===== src/rtl/truth_table_scanner_if.sv =====
// rtl/truth_table_scanner_if.sv - stimulus/capture bundle between scanner and its controller
interface truth_table_scanner_if;
    logic       start;
    logic [7:0] exp;
    logic       y_in;
    logic       a;
    logic       b;
    logic       c;
    logic       busy;
    logic       done;
    logic [7:0] tbl;
    logic       match;
    logic [3:0] err_cnt;
    logic [2:0] err_idx;

    modport slave (
        input  start, exp, y_in,
        output a, b, c, busy, done, tbl, match, err_cnt, err_idx
    );

    modport master (
        output start, exp, y_in,
        input  a, b, c, busy, done, tbl, match, err_cnt, err_idx
    );
endinterface


===== src/rtl/truth_table_scanner.sv =====
// rtl/truth_table_scanner.sv - walks a 3-input function through all codes and checks its truth table
module truth_table_scanner #(
    parameter int SETTLE = 1
) (
    input  logic                  clk,
    input  logic                  rst,
    truth_table_scanner_if.slave  bus
);
    typedef enum logic [1:0] {IDLE, DRIVE, SAMPLE, DONE} state_t;

    localparam logic [3:0] LP_RELOAD = 4'(SETTLE - 1);

    state_t     r_state, w_state_nxt;
    logic [2:0] r_idx, w_idx_nxt;
    logic [3:0] r_cnt, w_cnt_nxt;
    logic [7:0] r_exp, w_exp_nxt;
    logic [7:0] r_tbl, w_tbl_nxt;
    logic       r_match, w_match_nxt;
    logic [3:0] r_err_cnt, w_err_cnt_nxt;
    logic [2:0] r_err_idx, w_err_idx_nxt;
    logic [2:0] r_abc, w_abc_nxt;
    logic       r_busy, w_busy_nxt;
    logic       r_done, w_done_nxt;
    logic [7:0] w_tbl_cap;
    logic [7:0] w_diff;
    logic [3:0] w_pop;
    logic [2:0] w_first;

    // Table as it will be after the current capture, so the final compare sees bit 7.
    always_comb begin
        w_tbl_cap        = r_tbl;
        w_tbl_cap[r_idx] = bus.y_in;
        w_diff           = w_tbl_cap ^ r_exp;
        w_pop            = 4'd0;
        w_first          = 3'd0;
        for (int i = 7; i >= 0; i--) begin
            if (w_diff[i]) begin
                w_pop   = w_pop + 4'd1;
                w_first = i[2:0];
            end
        end
    end

    always_comb begin
        w_state_nxt   = r_state;
        w_idx_nxt     = r_idx;
        w_cnt_nxt     = r_cnt;
        w_exp_nxt     = r_exp;
        w_tbl_nxt     = r_tbl;
        w_match_nxt   = r_match;
        w_err_cnt_nxt = r_err_cnt;
        w_err_idx_nxt = r_err_idx;
        case (r_state)
            IDLE: begin
                if (bus.start) begin
                    w_exp_nxt     = bus.exp;
                    w_idx_nxt     = 3'd0;
                    w_tbl_nxt     = 8'h00;
                    w_cnt_nxt     = LP_RELOAD;
                    w_match_nxt   = 1'b0;
                    w_err_cnt_nxt = 4'd0;
                    w_err_idx_nxt = 3'd0;
                    w_state_nxt   = DRIVE;
                end
            end
            DRIVE: begin
                if (r_cnt == 4'd0) begin
                    w_state_nxt = SAMPLE;
                end else begin
                    w_cnt_nxt = r_cnt - 4'd1;
                end
            end
            SAMPLE: begin
                w_tbl_nxt = w_tbl_cap;
                if (r_idx == 3'd7) begin
                    w_match_nxt   = (w_diff == 8'h00);
                    w_err_cnt_nxt = w_pop;
                    w_err_idx_nxt = w_first;
                    w_state_nxt   = DONE;
                end else begin
                    w_idx_nxt   = r_idx + 3'd1;
                    w_cnt_nxt   = LP_RELOAD;
                    w_state_nxt = DRIVE;
                end
            end
            DONE: begin
                w_state_nxt = IDLE;
            end
            default: begin
                w_state_nxt = IDLE;
            end
        endcase
        w_abc_nxt  = (w_state_nxt == DRIVE || w_state_nxt == SAMPLE) ? w_idx_nxt : 3'd0;
        w_busy_nxt = (w_state_nxt != IDLE);
        w_done_nxt = (w_state_nxt == DONE);
    end

    always_ff @(posedge clk or posedge rst) begin
        if (rst) begin
            r_state <= IDLE;
        end else begin
            r_state <= w_state_nxt;
        end
    end

    always_ff @(posedge clk or posedge rst) begin
        if (rst) begin
            r_idx     <= 3'd0;
            r_cnt     <= 4'd0;
            r_exp     <= 8'h00;
            r_tbl     <= 8'h00;
            r_match   <= 1'b0;
            r_err_cnt <= 4'd0;
            r_err_idx <= 3'd0;
            r_abc     <= 3'd0;
            r_busy    <= 1'b0;
            r_done    <= 1'b0;
        end else begin
            r_idx     <= w_idx_nxt;
            r_cnt     <= w_cnt_nxt;
            r_exp     <= w_exp_nxt;
            r_tbl     <= w_tbl_nxt;
            r_match   <= w_match_nxt;
            r_err_cnt <= w_err_cnt_nxt;
            r_err_idx <= w_err_idx_nxt;
            r_abc     <= w_abc_nxt;
            r_busy    <= w_busy_nxt;
            r_done    <= w_done_nxt;
        end
    end

    assign bus.a       = r_abc[2];
    assign bus.b       = r_abc[1];
    assign bus.c       = r_abc[0];
    assign bus.busy    = r_busy;
    assign bus.done    = r_done;
    assign bus.tbl     = r_tbl;
    assign bus.match   = r_match;
    assign bus.err_cnt = r_err_cnt;
    assign bus.err_idx = r_err_idx;
endmodule


===== src/flat_wrapper.sv =====
// flat-port wrapper written by rule: the top's interface ports become plain ports
module truth_table_scanner_flat 
#(
    parameter int SETTLE = 1
)
  (clk, rst, bus_start, bus_exp, bus_y_in, bus_a, bus_b, bus_c, bus_busy, bus_done, bus_tbl, bus_match, bus_err_cnt, bus_err_idx);
  truth_table_scanner_if bus_i ();
  input  logic clk;
  input  logic rst;
  input wire logic [$bits(bus_i.start)-1:0] bus_start;
  input wire logic [$bits(bus_i.exp)-1:0] bus_exp;
  input wire logic [$bits(bus_i.y_in)-1:0] bus_y_in;
  output wire logic [$bits(bus_i.a)-1:0] bus_a;
  output wire logic [$bits(bus_i.b)-1:0] bus_b;
  output wire logic [$bits(bus_i.c)-1:0] bus_c;
  output wire logic [$bits(bus_i.busy)-1:0] bus_busy;
  output wire logic [$bits(bus_i.done)-1:0] bus_done;
  output wire logic [$bits(bus_i.tbl)-1:0] bus_tbl;
  output wire logic [$bits(bus_i.match)-1:0] bus_match;
  output wire logic [$bits(bus_i.err_cnt)-1:0] bus_err_cnt;
  output wire logic [$bits(bus_i.err_idx)-1:0] bus_err_idx;
  assign bus_i.start = bus_start;
  assign bus_i.exp = bus_exp;
  assign bus_i.y_in = bus_y_in;
  assign bus_a = bus_i.a;
  assign bus_b = bus_i.b;
  assign bus_c = bus_i.c;
  assign bus_busy = bus_i.busy;
  assign bus_done = bus_i.done;
  assign bus_tbl = bus_i.tbl;
  assign bus_match = bus_i.match;
  assign bus_err_cnt = bus_i.err_cnt;
  assign bus_err_idx = bus_i.err_idx;
  truth_table_scanner #(.SETTLE(SETTLE)) u_core (.clk(clk), .rst(rst), .bus(bus_i));
endmodule

===== config.mk =====
export PLATFORM = sky130hd
export DESIGN_NAME = truth_table_scanner_flat
export DESIGN_NICKNAME = d
export VERILOG_FILES = /design/src/rtl/truth_table_scanner_if.sv /design/src/rtl/truth_table_scanner.sv /design/src/flat_wrapper.sv
export SDC_FILE = /design/constraint.sdc
export NUM_CORES = 1
export LEC_CHECK = 0
export BUFFER_PORTS_ARGS = -buffer_cell sky130_fd_sc_hd__buf_4
export CAP_MARGIN = 20
export CORE_ASPECT_RATIO = 2
export CORE_MARGIN = 3
export CORE_UTILIZATION = 35
export DETAILED_ROUTE_END_ITERATION = 6
export PLACE_DENSITY = 0.52
export SYNTH_ARGS = -nofsm -noshare
export SYNTH_HDL_FRONTEND = slang
export SYNTH_SLANG_ARGS = --single-unit

===== constraint.sdc =====
create_clock -name clk -period 5.2 [get_ports clk]
set_clock_uncertainty 0.05 [all_clocks]
set_input_delay 0.26 -clock clk [delete_from_list [all_inputs] [get_ports clk]]
set_output_delay 0.26 -clock clk [all_outputs]
set_load 0.05 [all_outputs]

==> out/qor_table.md <==
| Result | Value |
|:---|:---|
| Max stage delay cell, worst path | or4b_2 |
| Diode insertion count for antenna repair | 0 |
| Cts repair resizes | 0 |
| Instance count after placement with tap cells included | 411 |
| Hold WC Path Type | in2async |
| Number of global-route vias before repair | 2241 |
| Total number of vias | 2176 |
| Number of slew-limit violations in the final report | 0 |
| Slew margin rel. | 49.2% |
| Start point of the critical path | u_core.r_idx[1]$_DFF_PP0_ |
| Number of violations reported at the end of detailed-routing iteration 0 | 77 |
| Category of the critical setup timing path | reg2reg |
| Final sum of negative setup slack | 0 ns |
| F_max | 0.209 GHz |
| Required time of the worst setup path | 5.32 ns |
| Commonest cells after routing, fill and taps aside | nand2_1 (50), dfrtp_1 (38), buf_4 (37) |
| Crit end category | register |
| Maximum level of the CTS H-tree | 2 |
| CTS hold repair buffers | 0 |
| Initial cell density of the core | 36.4% |
| Number of DRC violations after detailed routing | 0 |
| Die Outline Area | 8830 um2 |
| Finish-stage setup viols | 0 |
| Netlist Area Pre-Place | 2690 um2 |
| Crit-path cells | nand3b_2 > mux2i_4 > xor2_4 > inv_2 > ha_1 > or4b_2 > o31ai_1 > inv_1 > ha_1 > xnor2_1 > a21oi_1 > a22oi_1 > ha_1 > xnor2_1 > nand2_1 > o31ai_2 > nor2_1 > ha_1 > nand2_1 > xor2_1 > xnor2_1 > o21ai_1 |
| Bufs on Longest Clock Path | 2 |
| Crit Reg-Reg Startpoint | u_core.r_idx[1]$_DFF_PP0_ |
| Share of final-layout standard cells stronger than drive strength 1 | 21.7% |
| Commonest non-fill, non-tap cell in the layout | nand2_1 |
| CTS sink cnt | 38 |
| Router iterations before antenna repair | 5 |
| Antenna violations before repair | 0 |
| Post-DP HPWL | 5210 um |
| Data arrival time at the worst-slack endpoint | 4.91 ns |
| Share of flip-flops with an asynchronous set or reset | 100% |
| Area of the core | 7380 um2 |
| Standard cell area after detailed placement | 3020 um2 |
| Non-filler cells, final | 419 |
| Final WL | 6670 um |
| Number of buffers added by the clock tree synthesis step | 5 |
| Ys flop type | dfrtp_1 |
| Post-layout nets | 350 |
| Final-layout worst hold slack | 0.0507 ns |
| Final cycle utilization of the critical path | 92.2% |
| Die Wd | 68.0 um |
| Area growth from synthesis to final layout | 18.7% |
| Mean area per synthesized cell | 9.14 um2 |
| Outcome | finished, final reports clean |
| Clk slew on worst S/H paths | 0.06 ns |
| TritonCTS clock tree | yes |
| Slack of the worst reg-to-reg path | 0.41 ns |
| Post-synth EDFFs | 0 |
| Portion of the post-synthesis area used by sequential elements | 35.4% |
| Startpoint type of the worst setup path | register |
| Number of buffers added on ports | 32 |
| Total of max-cap violations | 0 |
| Setup repair after global routing missed its margin | no |
| Number of antenna-violating nets in the routed design | 0 |
| Die H | 130 um |
| Number of cells on the worst reg-to-reg path | 22 |
| Remaining global-route overflow | 0 |
| Root buffer cell | clkbuf_16 |
| Destination of the worst register-to-register timing path | u_core.bus.err_cnt[2]$_DFFE_PP0P_ |
| IO Pins | 33 |
| Clock insertion delay at the later pin of the skew report | 0.28 ns |
| Register bit count reported by yosys | 38 |
| Global-route wire length before repair | 11200 um |
| Global placer's final weighted congestion | 0.862 |
| Worst-path maximum fanout | 9 |
| Number of hold violations in the final report | 0 |
| Detailed-route vias per instance | 5.19 |
| Shortest clock period the worst path allows after layout | 4.79 ns |
| WL per Instance | 15.9 um |
| Instance count of the mapped netlist | 294 |
| Post-CTS Repair Setup Buffers | 0 |
| Slowest Stage Delay on Critical Path | 0.66 ns |
| Mapped Nets | 318 |
| Number of warnings reported in the yosys synthesis log | 0 |
| Number of rows in the core area | 44 |
| Cell repeated most along the worst path | ha_1 |
| Slew at the pin closest to its max-slew limit | 0.757 ns |
| Netlist cell types | 57 |
| Post-route cell area | 3190 um2 |
| Largest net degree at the start of global routing | 39 |
| Layout filler cell count | 774 |
| Overall track demand over capacity in global routing | 17.0% |
[cells by family after synthesis]
| kind of cell | after synthesis | synth area share, % |
|---|---|---|
| buffers and inverters | 26 | 4.05 |
| muxes | 5 | 2.93 |
| AOI/OAI and AO/OA | 67 | 16.8 |
| and+or+nand+nor | 118 | 22.9 |
| xor gates and xnor gates | 28 | 12.3 |
| adders and majority gates | 12 | 5.59 |
| DFF | 38 | 35.4 |
[through the flow]
stage                     util [%]  worst slack [ns]
after floorplan                  -             0.675
after global placement        41.0             0.530
after detailed placement      41.0             0.388
after CTS                     43.2             0.378
after global routing          43.2             0.115
final                         43.2             0.407
[routing by layer]
layer | GRT usage, % | wire [um]
met5 | 0 | 0
met1 | 17.0 | 2390
met2 | 32.9 | 3970
met3 | 2.84 | 165
met4 | 6.80 | 143
[synthesized netlist by cell type, drive strengths merged, types with 4 or more instances]
cell type  count  area, um2
buf            5       30.0
nand2b         7       43.8
o21ai         21        105
nor3           8       40.0
xnor2         19        196
mux2i          5       78.8
nand3          9       50.1
nand2         50        188
nor2b          6       37.5
ha            12        150
dfrtp         38        951
clkbuf         7       26.3
a22o           4       35.0
o31ai          5       42.5
xor2           7       87.6
nor2          14       52.6
a21oi         15       75.1
inv           14       52.6
and2           6       37.5
o211ai         4       35.0
nor3b          5       52.6
[critical path: cells and delay by family, from the launching register on]
| family | cells | cell delay [ns] |
|---|---|---|
| mux | 1 | 0.30 |
| compound gates | 5 | 0.72 |
| flops | 1 | 0.43 |
| buf+inv | 2 | 0.18 |
| simple gates | 5 | 1.03 |
| fa+ha+maj | 4 | 1.05 |
| xor+xnor | 5 | 0.90 |
[layout make-up]
| class | instances | area, um2 | share of cell area, % |
|---|---|---|---|
| multi-input combinational | 230 | 1630 | 51.0 |
| sequential | 38 | 951 | 29.8 |
| timing repair buffer | 37 | 278 | 8.71 |
| clock buffer | 5 | 125 | 3.92 |
| tap | 92 | 115 | 3.61 |
| inverter | 14 | 52.6 | 1.65 |
| clock inverter | 3 | 40.0 | 1.26 |
[flip-flops by register name, indices dropped and copies added, names as in the netlist]
name / cells
u_core.r_state: 2
u_core.bus.err_idx: 3
u_core.r_idx: 3
u_core.bus.match: 1
u_core.r_exp: 8
u_core.r_cnt: 4
u_core.bus.done: 1
u_core.bus.tbl: 8
u_core.bus.busy: 1
u_core.r_abc: 3
u_core.bus.err_cnt: 4
[worst max-delay path by stage]
stage	endpoint	slack, ns
after CTS	u_core.bus.err_cnt[2]$_DFFE_PP0P_	0.38
after global routing	u_core.bus.err_cnt[2]$_DFFE_PP0P_	0.11
after floorplan	u_core.bus.err_cnt[2]$_DFFE_PP0P_	0.67
after detailed placement	u_core.bus.err_cnt[2]$_DFFE_PP0P_	0.39
after global placement	u_core.bus.err_cnt[2]$_DFFE_PP0P_	0.53
final	u_core.bus.err_cnt[2]$_DFFE_PP0P_	0.41
Power is not shown: default switching activity piles up to over one toggle a cycle in this logic, so the estimate is an artifact.
